`config.mk`:
```
export PLATFORM = sky130hd
export DESIGN_NAME = memory_stage_issue
export DESIGN_NICKNAME = d
export VERILOG_FILES = /design/src/rtl/memory_stage_issue.sv
export SDC_FILE = /design/constraint.sdc
export NUM_CORES = 1
export LEC_CHECK = 0
export ABC_AREA = 1
export CORE_MARGIN = 2
export CORE_UTILIZATION = 53
export CTS_CLUSTER_SIZE = 16
export DETAILED_ROUTE_END_ITERATION = 12
export GPL_TIMING_DRIVEN = 0
export PLACE_DENSITY = 0.86
export RECOVER_POWER = 100
export SYNTH_ARGS = -nofsm -noshare
export SYNTH_HDL_FRONTEND = slang
export SYNTH_SLANG_ARGS = --single-unit
```
`constraint.sdc`:
```
create_clock -name clock -period 7.91 [get_ports clock]
set_input_delay 1.582 -clock clock [delete_from_list [all_inputs] [get_ports clock]]
set_output_delay 1.582 -clock clock [all_outputs]
set_load 0.005 [all_outputs]
```
`src/rtl/memory_stage_issue.sv`:
```
// memory_stage_issue: decode handshake stage running a timed request/ack bus cycle for LOAD/STORE
module memory_stage_issue #(
  parameter logic [4:0] OPC_NOP = 5'h00,
  parameter logic [4:0] OPC_LOAD = 5'h01,
  parameter logic [4:0] OPC_STORE = 5'h02,
  parameter logic [4:0] OPC_ALUM = 5'h03,
  parameter logic [4:0] OPC_ALU = 5'h04,
  parameter int TIMEOUT_CYCLES = 16
) (
  input  logic        clock,
  input  logic        reset,
  input  logic        in_valid,
  output logic        in_ready,
  input  logic [31:0] in_instruction,
  output logic        out_valid,
  input  logic        out_ready,
  output logic [31:0] out_instruction,
  output logic        bus_req,
  output logic        bus_read,
  output logic        bus_write,
  output logic [1:0]  bus_width,
  input  logic        bus_ack,
  output logic        fetch_block,
  output logic        timeout_error,
  output logic [3:0]  reg_address_index,
  output logic [3:0]  reg_data_index,
  output logic [3:0]  reg_operand_index,
  output logic [4:0]  alu_op
);
  localparam int CW = TIMEOUT_CYCLES < 1 ? 1 : $clog2(TIMEOUT_CYCLES + 1);
  typedef enum logic {IDLE, BUS} state_t;
  state_t state, state_next;
  logic [CW-1:0] cnt;
  logic [31:0] held;
  logic [4:0] op;
  logic is_read, accept, is_mem, ack, tmo;
  assign op = in_instruction[31:27];
  assign in_ready = state == IDLE && (!out_valid || out_ready);
  assign accept = in_valid && in_ready;
  assign is_mem = op == OPC_LOAD || op == OPC_STORE;
  assign ack = state == BUS && bus_ack;
  assign tmo = state == BUS && !bus_ack && TIMEOUT_CYCLES != 0 && int'(cnt) == TIMEOUT_CYCLES - 1;
  assign bus_req = state == BUS;
  assign fetch_block = bus_req;
  assign bus_read = bus_req && is_read;
  assign bus_write = bus_req && !is_read;
  always_comb
    state_next = state == IDLE ? (accept && is_mem ? BUS : IDLE) : (ack || tmo ? IDLE : BUS);
  always_ff @(posedge clock or posedge reset)
    if (reset) state <= IDLE;
    else state <= state_next;
  always_ff @(posedge clock or posedge reset)
    if (reset) begin
      out_valid <= 1'b0;
      out_instruction <= {OPC_NOP, 27'h0};
      timeout_error <= 1'b0;
      bus_width <= 2'b00;
      reg_address_index <= 4'h0;
      reg_data_index <= 4'h0;
      reg_operand_index <= 4'h0;
      alu_op <= 5'h00;
      cnt <= '0;
      held <= 32'h0;
      is_read <= 1'b0;
    end else begin
      timeout_error <= tmo;
      if (accept) begin
        bus_width <= in_instruction[26:25];
        reg_data_index <= in_instruction[23:20];
        reg_address_index <= in_instruction[19:16];
        reg_operand_index <= in_instruction[11:8];
        if (op == OPC_ALU || op == OPC_ALUM) alu_op <= {op == OPC_ALU, in_instruction[15:12]};
        held <= in_instruction;
        is_read <= op == OPC_LOAD;
        cnt <= '0;
      end
      if (state == BUS) cnt <= &cnt ? cnt : cnt + CW'(1);
      if (accept && !is_mem) begin
        out_valid <= 1'b1;
        out_instruction <= in_instruction;
      end else if (ack) begin
        out_valid <= 1'b1;
        out_instruction <= held;
      end else if (tmo) begin
        out_valid <= 1'b1;
        out_instruction <= {OPC_NOP, 27'h0};
      end else if (out_ready) out_valid <= 1'b0;
    end
endmodule

```
==> impl_metrics.xml, run 1 <==
<?xml version="1.0" encoding="UTF-8"?>
<metrics>
  <group name="status">
    <metric name="outcome" unit="">finished with violations</metric>
    <metric name="failed_checks" unit="">capacitance limit, slew limit</metric>
  </group>
  <group name="setup_path">
    <metric name="crit-reg2reg-launch" unit="">cnt[0]$_DFFE_PP0P_</metric>
    <metric name="required" unit="ns">7.57</metric>
    <metric name="worstPathArrival" unit="ns">5.04</metric>
    <metric name="start_kind" unit="">primary input</metric>
    <metric name="critical_path.endpoint_type" unit="">async pin</metric>
    <metric name="r2r_cells" unit="">8</metric>
    <metric name="r2r_end" unit="">out_instruction[15]$_DFFE_PP0P_</metric>
    <metric name="reg2reg_setup_slack" unit="ns">5.34</metric>
    <metric name="critPathKind" unit="">primary input to async pin</metric>
    <metric name="critPathMaxFanout" unit="">68</metric>
  </group>
  <group name="routing">
    <metric name="route.detailed.wl_per_inst" unit="microns">14.1</metric>
    <metric name="route.vias.total" unit="">3539</metric>
    <metric name="route.antenna.remaining_nets" unit="">0</metric>
    <metric name="drc" unit="">0</metric>
    <metric name="drt-pass1-iter-count" unit="">5</metric>
    <metric name="count_of_routing_violations_after_the_opening_detailed_route_iteration" unit="">332</metric>
    <metric name="postRouteWirelength" unit="mm">9.66</metric>
    <metric name="routed_via_density" unit="">5.17</metric>
  </group>
  <group name="cts">
    <metric name="cts_tree" unit="">done</metric>
    <metric name="cts-resized-gates" unit="">0</metric>
    <metric name="clock_path_buffers" unit="">2</metric>
    <metric name="clock_tree_root" unit="">sky130_fd_sc_hd__clkbuf_8</metric>
    <metric name="post_cts_hold_buffer_count" unit="">0</metric>
    <metric name="cts_post_setup_buffers_inserted" unit="">0</metric>
    <metric name="cts-buffers-inserted" unit="">9</metric>
    <metric name="clk_pin_slew" unit="ns">0.09</metric>
    <metric name="worstSkewPairLatency" unit="ns">0.36</metric>
    <metric name="htree_num_levels" unit="">3</metric>
    <metric name="cts.sink_count" unit="">78</metric>
  </group>
  <group name="floorplan">
    <metric name="start_util" unit="">0.550</metric>
    <metric name="ioPinCount" unit="">95</metric>
    <metric name="placement_rows" unit="">30</metric>
    <metric name="die_width" unit="microns">88.0</metric>
    <metric name="core" unit="sq um">6790</metric>
    <metric name="fp.dieArea" unit="sq um">7740</metric>
    <metric name="die_h" unit="microns">88.0</metric>
  </group>
  <group name="yosys">
    <metric name="cells_taking_the_most_area_after_synthesis" unit="">sky130_fd_sc_hd__dfrtp_1 (52%), sky130_fd_sc_hd__nand2_1 (20%), sky130_fd_sc_hd__nand3_1 (8.8%), sky130_fd_sc_hd__inv_1 (4.8%), sky130_fd_sc_hd__buf_4 (4.4%)</metric>
    <metric name="seq_area_frac_synth" unit="">0.522</metric>
    <metric name="synth_top_cell_area_share" unit="">0.522</metric>
    <metric name="syn_area" unit="sq um">3740</metric>
    <metric name="post-synth-top-area-cell" unit="">sky130_fd_sc_hd__dfrtp_1</metric>
    <metric name="yosysWarningCount" unit="">0</metric>
    <metric name="postSynthRegisterBits" unit="">78</metric>
    <metric name="syn_inst_count" unit="">478</metric>
    <metric name="synthesis.nets" unit="">518</metric>
    <metric name="ys_types" unit="">23</metric>
    <metric name="syn-mean-instance-area" unit="sq um">7.82</metric>
  </group>
  <group name="timing">
    <metric name="final_min_period_over_clock_period" unit="">0.681</metric>
    <metric name="timing.clock.skew" unit="ns">0.0117</metric>
    <metric name="timing_hold_violations_final" unit="">0</metric>
    <metric name="fin_tns_setup" unit="ns">0</metric>
    <metric name="finalWorstPathRequiredPeriod" unit="ns">5.38</metric>
    <metric name="setup_violations" unit="">0</metric>
    <metric name="worstMarginPinSlew" unit="ns">3.56</metric>
    <metric name="worst_slew_margin_rel" unit="">-1.38</metric>
    <metric name="rsz0062_at_grt" unit="">false</metric>
    <metric name="timing_max_transition_violations_final" unit="">69</metric>
    <metric name="fmaxAchievable" unit="MHz">186</metric>
    <metric name="worst_hold_slack" unit="ns">0.477</metric>
  </group>
  <group name="power_and_ir_drop">
    <metric name="internal-power" unit="W">0.00109</metric>
    <metric name="vdd.ir_drop.worst" unit="uV">193</metric>
    <metric name="pwr-share-clk" unit="">0.185</metric>
    <metric name="power_density" unit="nW/um^2">344</metric>
    <metric name="power_frac_seq" unit="">0.405</metric>
    <metric name="leakagePower" unit="nW">2.64</metric>
    <metric name="power_switching" unit="W">0.000613</metric>
    <metric name="power.combinational.fraction" unit="">0.410</metric>
    <metric name="power.switching_fraction" unit="">0.359</metric>
  </group>
  <group name="grt">
    <metric name="via_count_of_the_first_global_routing_pass" unit="">3434</metric>
    <metric name="grt_max_degree" unit="">69</metric>
    <metric name="antenna_found_initial" unit="">0</metric>
    <metric name="global_route.overflow_total" unit="">0</metric>
    <metric name="global_route_wire_length_before_repair" unit="mm">16.0</metric>
    <metric name="grt_use_total" unit="">0.268</metric>
  </group>
  <group name="min_path">
    <metric name="min_to" unit="">alu_op[3]$_DFFE_PP0P_</metric>
    <metric name="worst_hold_path_type" unit="">flop to flop</metric>
    <metric name="hp-start" unit="">alu_op[3]$_DFFE_PP0P_</metric>
    <metric name="hold_crit_depth" unit="">2</metric>
  </group>
  <group name="cells_and_area">
    <metric name="fillerInstances" unit="">525</metric>
    <metric name="most-common-layout-cells" unit="">sky130_fd_sc_hd__nand2_1 (205), sky130_fd_sc_hd__dfrtp_1 (78), sky130_fd_sc_hd__nand3_1 (67), sky130_fd_sc_hd__dlygate4sd3_1 (59), sky130_fd_sc_hd__inv_1 (48)</metric>
    <metric name="utilization" unit="">0.730</metric>
    <metric name="leading_cell_type_in_the_layout_fill_and_taps_excluded" unit="">sky130_fd_sc_hd__nand2_1</metric>
    <metric name="post_route_cells_drive_above_1_share" unit="">0.0781</metric>
    <metric name="flow.area_growth_from_synthesis" unit="%">32.7</metric>
    <metric name="n_antenna_cell" unit="">0</metric>
    <metric name="final_net_count" unit="">624</metric>
  </group>
  <group name="placement">
    <metric name="place.port_buffers" unit="">94</metric>
    <metric name="detailed_place_hpwl" unit="mm">6.59</metric>
    <metric name="finalWeightedCongestion" unit="">0.835</metric>
  </group>
  <group name="run">
    <metric name="maxCapViolCount" unit="">1</metric>
  </group>
</metrics>
-- worst max-delay path: stages --
cell,delay [ns]
sky130_fd_sc_hd__dlygate4sd3_1,0.54
sky130_fd_sc_hd__clkinvlp_2,0.32
sky130_fd_sc_hd__clkbuf_1,2.53
-- sequential cells by signal, summed over array words and instances, names as in the netlist --
register,count
held,22
reg_data_index,3
cnt,5
out_valid,1
is_read,1
alu_op,5
bus_req,1
timeout_error,1
bus_width,1
reg_address_index,3
reg_operand_index,3
out_instruction,32
-- cell usage after synthesis, drive strengths merged --
master / number
dfrtp: 78
nand3: 67
o21bai: 1
nand2: 206
ha: 3
nor3: 3
inv: 51
or2: 1
nor2: 14
buf: 36
a21oi: 3
o22ai: 1
o21ai: 14
-- cells by family after synthesis --
kind of cell               Yosys count  share of synthesized area
adders and majority gates            3                     0.0100
DFF                                 78                      0.522
AOI/OAI and AO/OA                   19                     0.0264
and+or+nand+nor                    291                      0.326
buffers and inverters               87                      0.115
-- power groups by stage --
stage	Combinational, W	Clock [W]	Sequential, W
finish	0.000699	0.000316	0.000691
detailed placement	0.000763	0	0.000699
global route	0.000780	0.000336	0.000710
global placement	0.000737	0	0.000692
floorplan	0.000371	0	0.000684
CTS	0.000771	0.000315	0.000694
-- layout make-up --
cell class	count	area [sq um]	area share
buffer	36	213	0.0429
tap	96	120	0.0242
sequential	78	1950	0.394
clock buffer	10	138	0.0278
clock inverter	6	70.1	0.0141
timing repair buffer	95	945	0.191
multi-input combinational	313	1330	0.268
inverter	51	193	0.0389
-- stage by stage --
stage               cell area [sq um]  power, W  cells  setup slack, ns
floorplan                        3740   0.00105    478             4.33
global placement                 4800   0.00143    668             3.08
detailed placement               4830   0.00146    669             3.42
CTS                              5040   0.00178    685             3.41
global route                     4960   0.00183    685             1.78
finish                           4960   0.00171    685             2.53
-- worst max path at each step --
stage	endpoint	startpoint	cells past startpoint
final	out_instruction[28]$_DFFE_PP0P_	reset	3
after global routing	alu_op[4]$_DFFE_PP0P_	reset	3
after CTS	in_ready	out_ready	6
after detailed placement	in_ready	out_ready	6
after global placement	out_instruction[16]$_DFFE_PP0P_	reset	2
after floorplan	alu_op[0]$_DFFE_PP0P_	reset	1
-- routing by layer --
layer  wire length (microns)  GRT usage
met1                    4110      0.353
met4                     212      0.112
met2                    4620      0.426
met5                       0          0
met3                     711     0.0650
(Power assumes the default switching activity.)
==> run 2, diff against run 1 <==
--- a/config.mk
+++ b/config.mk
@@ -7,11 +7,11 @@
 export LEC_CHECK = 0
 export ABC_AREA = 1
 export CORE_MARGIN = 2
-export CORE_UTILIZATION = 53
+export CORE_UTILIZATION = 44
 export CTS_CLUSTER_SIZE = 16
 export DETAILED_ROUTE_END_ITERATION = 12
 export GPL_TIMING_DRIVEN = 0
-export PLACE_DENSITY = 0.86
+export PLACE_DENSITY = 0.76
 export RECOVER_POWER = 100
 export SYNTH_ARGS = -nofsm -noshare
 export SYNTH_HDL_FRONTEND = slang
==> constraint.sdc (replaced) <==
create_clock -name clock -period 4.9 [get_ports clock]
set_input_delay 0.98 -clock clock [delete_from_list [all_inputs] [get_ports clock]]
set_output_delay 0.98 -clock clock [all_outputs]
set_load 0.005 [all_outputs]
==> run 2 against run 1 <==
The run still ends with capacitance limit, slew limit left. Clock-buffer cell count increased by 1. Combinational power increased by 59%. Routed wire length about the same. Power increased by 62%. First-iteration DRC count decreased by 45%. Critical path depth increased by 3. Worst setup slack got worse by 1.0 ns. Worst hold slack got worse by 0.0044 ns. Largest power group is now sequential cells.
==> impl_metrics.xml, run 2 (same netlist as run 1, synthesis figures left out) <==
<?xml version="1.0" encoding="UTF-8"?>
<metrics>
  <group name="grt">
    <metric name="via_count_of_the_first_global_routing_pass" unit="">3261</metric>
    <metric name="grt_use_total" unit="">0.221</metric>
    <metric name="antenna_found_initial" unit="">0</metric>
    <metric name="global_route.overflow_total" unit="">0</metric>
    <metric name="grt_max_degree" unit="">72</metric>
    <metric name="global_route_wire_length_before_repair" unit="mm">15.5</metric>
  </group>
  <group name="routing">
    <metric name="route.detailed.wl_per_inst" unit="microns">13.9</metric>
    <metric name="route.vias.total" unit="">3396</metric>
    <metric name="routed_via_density" unit="">4.89</metric>
    <metric name="route.antenna.remaining_nets" unit="">0</metric>
    <metric name="postRouteWirelength" unit="mm">9.65</metric>
    <metric name="drc" unit="">0</metric>
    <metric name="count_of_routing_violations_after_the_opening_detailed_route_iteration" unit="">182</metric>
    <metric name="drt-pass1-iter-count" unit="">5</metric>
  </group>
  <group name="power_and_ir_drop">
    <metric name="vdd.ir_drop.worst" unit="uV">255</metric>
    <metric name="power_density" unit="nW/um^2">556</metric>
    <metric name="leakagePower" unit="nW">2.64</metric>
  </group>
  <group name="cells_and_area">
    <metric name="finalInstanceArea" unit="sq um">4970</metric>
    <metric name="post_route_cells_drive_above_1_share" unit="">0.0764</metric>
    <metric name="flow.area_growth_from_synthesis" unit="%">33.1</metric>
    <metric name="n_antenna_cell" unit="">0</metric>
    <metric name="most-common-layout-cells" unit="">sky130_fd_sc_hd__nand2_1 (206), sky130_fd_sc_hd__dfrtp_1 (78), sky130_fd_sc_hd__nand3_1 (67), sky130_fd_sc_hd__dlygate4sd3_1 (60), sky130_fd_sc_hd__inv_1 (49)</metric>
    <metric name="final_net_count" unit="">624</metric>
    <metric name="leading_cell_type_in_the_layout_fill_and_taps_excluded" unit="">sky130_fd_sc_hd__nand2_1</metric>
    <metric name="layout_top_registers" unit="">out_instruction: 32 flops, held: 22 flops</metric>
    <metric name="fillerInstances" unit="">739</metric>
    <metric name="largest-register" unit="">out_instruction</metric>
    <metric name="largest_register_ffs" unit="">32</metric>
  </group>
  <group name="cts">
    <metric name="worstSkewPairLatency" unit="ns">0.35</metric>
    <metric name="clock_path_buffers" unit="">2</metric>
    <metric name="clk_pin_slew" unit="ns">0.08</metric>
    <metric name="cts-buffers-inserted" unit="">9</metric>
    <metric name="htree_num_levels" unit="">3</metric>
    <metric name="post_cts_hold_buffer_count" unit="">0</metric>
    <metric name="cts.sink_count" unit="">78</metric>
    <metric name="cts-resized-gates" unit="">0</metric>
    <metric name="clock_tree_root" unit="">sky130_fd_sc_hd__clkbuf_8</metric>
    <metric name="cts_post_setup_buffers_inserted" unit="">0</metric>
    <metric name="cts_tree" unit="">done</metric>
  </group>
  <group name="setup_path">
    <metric name="critPathMaxFanout" unit="">3</metric>
    <metric name="path_cells" unit="">dlygate4sd3_1 -&gt; inv_1 -&gt; nand2_1 -&gt; nand2_1 -&gt; inv_1 -&gt; dlygate4sd3_1</metric>
    <metric name="critical_path.endpoint_type" unit="">output pin</metric>
    <metric name="worst_path_max_stage_delay" unit="ns">0.57</metric>
    <metric name="worstPathArrival" unit="ns">2.39</metric>
    <metric name="crit_path_top_delay_cell" unit="">sky130_fd_sc_hd__dlygate4sd3_1</metric>
    <metric name="critPathKind" unit="">primary input to output pin</metric>
    <metric name="worstPathBufferInverterCount" unit="">4</metric>
    <metric name="critical_path.top_delay_family" unit="">buffers and inverters</metric>
    <metric name="start_kind" unit="">primary input</metric>
    <metric name="required" unit="ns">3.92</metric>
  </group>
  <group name="timing">
    <metric name="timing.clock.skew" unit="ns">0.00950</metric>
    <metric name="final_min_period_over_clock_period" unit="">0.688</metric>
    <metric name="fmaxAchievable" unit="MHz">297</metric>
    <metric name="rsz0062_at_grt" unit="">false</metric>
    <metric name="finalWorstPathRequiredPeriod" unit="ns">3.37</metric>
    <metric name="setup_violations" unit="">0</metric>
    <metric name="worst_hold_slack" unit="ns">0.472</metric>
    <metric name="worst_slew_margin_rel" unit="">-0.160</metric>
    <metric name="fin_tns_setup" unit="ns">0</metric>
    <metric name="timing_hold_violations_final" unit="">0</metric>
    <metric name="timing_max_transition_violations_final" unit="">72</metric>
    <metric name="worstMarginPinSlew" unit="ns">1.74</metric>
  </group>
  <group name="floorplan">
    <metric name="fp.dieArea" unit="sq um">9250</metric>
    <metric name="die_h" unit="microns">96.2</metric>
    <metric name="die_width" unit="microns">96.2</metric>
    <metric name="start_util" unit="">0.455</metric>
    <metric name="core" unit="sq um">8220</metric>
    <metric name="placement_rows" unit="">33</metric>
    <metric name="ioPinCount" unit="">95</metric>
  </group>
  <group name="placement">
    <metric name="finalWeightedCongestion" unit="">0.773</metric>
    <metric name="place.port_buffers" unit="">94</metric>
    <metric name="placement.cell_area" unit="sq um">4840</metric>
    <metric name="detailed_place_hpwl" unit="mm">6.93</metric>
  </group>
  <group name="status">
    <metric name="outcome" unit="">finished with violations</metric>
    <metric name="failed_checks" unit="">capacitance limit, slew limit</metric>
  </group>
  <group name="min_path">
    <metric name="worst_hold_path_type" unit="">flop to flop</metric>
  </group>
  <group name="run">
    <metric name="maxCapViolCount" unit="">1</metric>
  </group>
</metrics>
run 2: power by group:
group / internal (W) / switching [W]
clock network: 0.000301 / 0.000240
registers: 0.000932 / 0.000180
logic: 0.000577 / 0.000536
total: 0.00181 / 0.000956
run 2: through the flow:
step	utilization	total power, W	worst slack (ns)	instances
2_1_floorplan	-	0.00170	1.92	478
3_3_place_gp	0.585	0.00232	0.656	677
3_5_place_dp	0.589	0.00236	1.65	678
4_1_cts	0.616	0.00291	1.64	694
5_1_grt	0.605	0.00298	1.48	694
6_report	0.605	0.00277	1.53	694
run 2: layer usage:
layer	wire (microns)	track usage
met1	4340	0.288
met2	4590	0.365
met3	586	0.0415
met4	136	0.0869
met5	0	0
run 2: worst reg2reg max path, cell delays in order (launching register included):
cell and delay [ns]:
sky130_fd_sc_hd__dfrtp_1 0.48, sky130_fd_sc_hd__inv_1 0.19, sky130_fd_sc_hd__nand2_1 0.10, sky130_fd_sc_hd__nor2_1 0.24, sky130_fd_sc_hd__clkbuf_1 0.43, sky130_fd_sc_hd__clkbuf_1 0.48
sky130_fd_sc_hd__nand2_1 0.11, sky130_fd_sc_hd__nand2_1 0.08
run 2: path summary, 6_finish.rpt:
path / from / to / slack (ns) / cells past startpoint
min: alu_op[4]$_DFFE_PP0P_ / alu_op[4]$_DFFE_PP0P_ / 0.47 / 2
min reg2reg: alu_op[4]$_DFFE_PP0P_ / alu_op[4]$_DFFE_PP0P_ / 0.47 / 2
max in group asynchronous: reset / out_instruction[13]$_DFFE_PP0P_ / 1.90 / 3
max reg2reg: bus_req$_DFF_PP0_ / held[24]$_DFFE_PP0P_ / 2.73 / 7
max: out_ready / in_ready / 1.53 / 6
min in group asynchronous: reset / out_valid$_DFFE_PP0P_ / 1.04 / 2
run 2: final cells by class:
class / count / area [sq um] / area share
Sequential cell: 78 / 1950 / 0.392
Tap cell: 105 / 131 / 0.0264
Inverter: 51 / 193 / 0.0387
Buffer: 36 / 206 / 0.0415
Clock buffer: 11 / 141 / 0.0284
Clock inverter: 5 / 82.6 / 0.0166
Timing Repair Buffer: 95 / 946 / 0.190
Multi-Input combinational cell: 313 / 1320 / 0.266
==> run 3, diff against run 2 <==
==> constraint.sdc (replaced) <==
create_clock -name clock -period 2.85 [get_ports clock]
set_input_delay 0.57 -clock clock [delete_from_list [all_inputs] [get_ports clock]]
set_output_delay 0.57 -clock clock [all_outputs]
set_load 0.005 [all_outputs]
==> run 3 against run 2 <==
The flow now finishes without violations. Worst setup slack lost 1.2 ns. Clock power up 71%. Combinational power rose by 74%. Critical path depth unchanged. Global-route usage unchanged. Worst hold slack better by 0.0011 ns. Sequential cell count stayed put. Cell count is the same. Critical path type unchanged. Highest routed layer unchanged.
==> impl_metrics.xml, run 3 (same netlist as run 1, synthesis figures left out) <==
<?xml version="1.0" encoding="UTF-8"?>
<metrics>
  <group name="cts">
    <metric name="cts-buffers-inserted" unit="">9</metric>
    <metric name="cts_tree" unit="">done</metric>
    <metric name="htree_num_levels" unit="">3</metric>
    <metric name="cts-resized-gates" unit="">0</metric>
    <metric name="clk_pin_slew" unit="ns">0.08</metric>
    <metric name="clock_path_buffers" unit="">2</metric>
    <metric name="post_cts_hold_buffer_count" unit="">0</metric>
    <metric name="cts.sink_count" unit="">78</metric>
    <metric name="worstSkewPairLatency" unit="ns">0.35</metric>
    <metric name="clock_tree_root" unit="">sky130_fd_sc_hd__clkbuf_8</metric>
    <metric name="cts_post_setup_buffers_inserted" unit="">0</metric>
  </group>
  <group name="routing">
    <metric name="drt-pass1-iter-count" unit="">4</metric>
    <metric name="drc" unit="">0</metric>
    <metric name="route.vias.total" unit="">3390</metric>
    <metric name="route.detailed.wl_per_inst" unit="microns">13.8</metric>
    <metric name="postRouteWirelength" unit="mm">9.58</metric>
    <metric name="route.antenna.remaining_nets" unit="">0</metric>
    <metric name="routed_via_density" unit="">4.88</metric>
    <metric name="count_of_routing_violations_after_the_opening_detailed_route_iteration" unit="">169</metric>
  </group>
  <group name="setup_path">
    <metric name="critical_path.endpoint_type" unit="">output pin</metric>
    <metric name="critPathKind" unit="">primary input to output pin</metric>
    <metric name="r2r_cells" unit="">7</metric>
    <metric name="start_kind" unit="">primary input</metric>
    <metric name="required" unit="ns">2.28</metric>
    <metric name="worstPathArrival" unit="ns">1.98</metric>
    <metric name="critPathMaxFanout" unit="">3</metric>
  </group>
  <group name="timing">
    <metric name="final_min_period_over_clock_period" unit="">0.895</metric>
    <metric name="setup_violations" unit="">0</metric>
    <metric name="layout_setup_ws" unit="ns">0.299</metric>
    <metric name="worst_slew_margin_rel" unit="">0.350</metric>
    <metric name="timing_max_transition_violations_final" unit="">0</metric>
    <metric name="finalWorstPathRequiredPeriod" unit="ns">2.55</metric>
    <metric name="worstMarginPinSlew" unit="ns">0.965</metric>
    <metric name="fmaxAchievable" unit="MHz">392</metric>
    <metric name="rsz0062_at_grt" unit="">false</metric>
    <metric name="timing.clock.skew" unit="ns">0.00630</metric>
    <metric name="timing_hold_violations_final" unit="">0</metric>
  </group>
  <group name="grt">
    <metric name="global_route_wire_length_before_repair" unit="mm">15.5</metric>
    <metric name="global_route.overflow_total" unit="">0</metric>
    <metric name="via_count_of_the_first_global_routing_pass" unit="">3261</metric>
    <metric name="grt_max_degree" unit="">72</metric>
    <metric name="grt_use_total" unit="">0.221</metric>
    <metric name="antenna_found_initial" unit="">0</metric>
  </group>
  <group name="min_path">
    <metric name="worst_hold_path_type" unit="">flop to flop</metric>
    <metric name="hold_crit_depth" unit="">2</metric>
  </group>
  <group name="cells_and_area">
    <metric name="flow.area_growth_from_synthesis" unit="%">34.3</metric>
    <metric name="utilization" unit="">0.611</metric>
    <metric name="post_route_cells_drive_above_1_share" unit="">0.0815</metric>
    <metric name="largest-register" unit="">out_instruction</metric>
    <metric name="leading_cell_type_in_the_layout_fill_and_taps_excluded" unit="">sky130_fd_sc_hd__nand2_1</metric>
    <metric name="most-common-layout-cells" unit="">sky130_fd_sc_hd__nand2_1 (204), sky130_fd_sc_hd__dfrtp_1 (78), sky130_fd_sc_hd__nand3_1 (67), sky130_fd_sc_hd__dlygate4sd3_1 (58), sky130_fd_sc_hd__inv_1 (48)</metric>
    <metric name="finalInstanceArea" unit="sq um">5020</metric>
    <metric name="layout_top_registers" unit="">out_instruction: 32 flops, held: 22 flops</metric>
    <metric name="largest_register_ffs" unit="">32</metric>
    <metric name="n_antenna_cell" unit="">0</metric>
    <metric name="final_net_count" unit="">624</metric>
  </group>
  <group name="floorplan">
    <metric name="placement_rows" unit="">33</metric>
    <metric name="start_util" unit="">0.455</metric>
    <metric name="die_h" unit="microns">96.2</metric>
    <metric name="fp.dieArea" unit="sq um">9250</metric>
    <metric name="ioPinCount" unit="">95</metric>
    <metric name="die_width" unit="microns">96.2</metric>
    <metric name="core" unit="sq um">8220</metric>
  </group>
  <group name="power_and_ir_drop">
    <metric name="vdd.ir_drop.worst" unit="uV">440</metric>
    <metric name="post_layout_total_power" unit="W">0.00477</metric>
    <metric name="power_density" unit="nW/um^2">950</metric>
    <metric name="leakagePower" unit="nW">2.66</metric>
  </group>
  <group name="placement">
    <metric name="dp_worst_setup_slack" unit="ns">0.417</metric>
    <metric name="placement.cell_area" unit="sq um">4840</metric>
    <metric name="place.port_buffers" unit="">94</metric>
    <metric name="detailed_place_hpwl" unit="mm">6.93</metric>
    <metric name="finalWeightedCongestion" unit="">0.773</metric>
  </group>
  <group name="status">
    <metric name="outcome" unit="">completed</metric>
  </group>
  <group name="run">
    <metric name="maxCapViolCount" unit="">0</metric>
  </group>
</metrics>
-- run 3: area by class of cell --
class                           count  area (sq um)
Buffer                             36           214
Clock buffer                       11           141
Clock inverter                      5          82.6
Fill cell                         730          3200
Inverter                           51           193
Multi-Input combinational cell    313          1340
Sequential cell                    78          1950
Tap cell                          105           131
Timing Repair Buffer               95           968
-- run 3: per-layer routing --
metal | GRT usage | wire length (microns) | up-vias
met5 | 0 | 0 | -
met4 | 0.0869 | 114 | 0
met3 | 0.0415 | 647 | 11
met2 | 0.365 | 4540 | 121
met1 | 0.288 | 4290 | 1588
li1 | - | - | 1670
-- run 3: where the power goes --
part | total, W | internal (W) | switching [W]
registers | 0.00191 | 0.00160 | 0.000309
logic | 0.00193 | 0.00101 | 0.000924
clock network | 0.000926 | 0.000517 | 0.000408
total | 0.00477 | 0.00313 | 0.00164
-- run 3: critical path, cell delays in order --
cell                            delay [ns]
sky130_fd_sc_hd__dlygate4sd3_1        0.53
sky130_fd_sc_hd__inv_1                0.05
sky130_fd_sc_hd__nand2_1              0.09
sky130_fd_sc_hd__nand2_1              0.11
sky130_fd_sc_hd__inv_1                0.06
sky130_fd_sc_hd__dlygate4sd3_1        0.57
-- run 3: worst paths after layout --
path | slack (ns) | endpoint | from
setup reg to reg | 0.40 | out_valid$_DFFE_PP0P_ | cnt[0]$_DFFE_PP0P_
min in group asynchronous | 0.67 | reg_operand_index[1]$_DFFE_PP0P_ | reset
setup / recovery | 0.30 | in_ready | out_ready
hold reg to reg | 0.47 | alu_op[4]$_DFFE_PP0P_ | alu_op[4]$_DFFE_PP0P_
hold / removal | 0.47 | alu_op[4]$_DFFE_PP0P_ | alu_op[4]$_DFFE_PP0P_
max in group asynchronous | 1.53 | reg_operand_index[0]$_DFFE_PP0P_ | reset
-- run 3: per-stage QoR --
step | hold slack (ns) | cells | TNS (ns)
2_1_floorplan | 0.449 | 478 | 0
3_3_place_gp | 0.457 | 677 | -76.45
3_5_place_dp | 0.458 | 678 | 0
4_1_cts | 0.454 | 694 | 0
5_1_grt | 0.502 | 694 | 0
6_report | 0.474 | 694 | 0
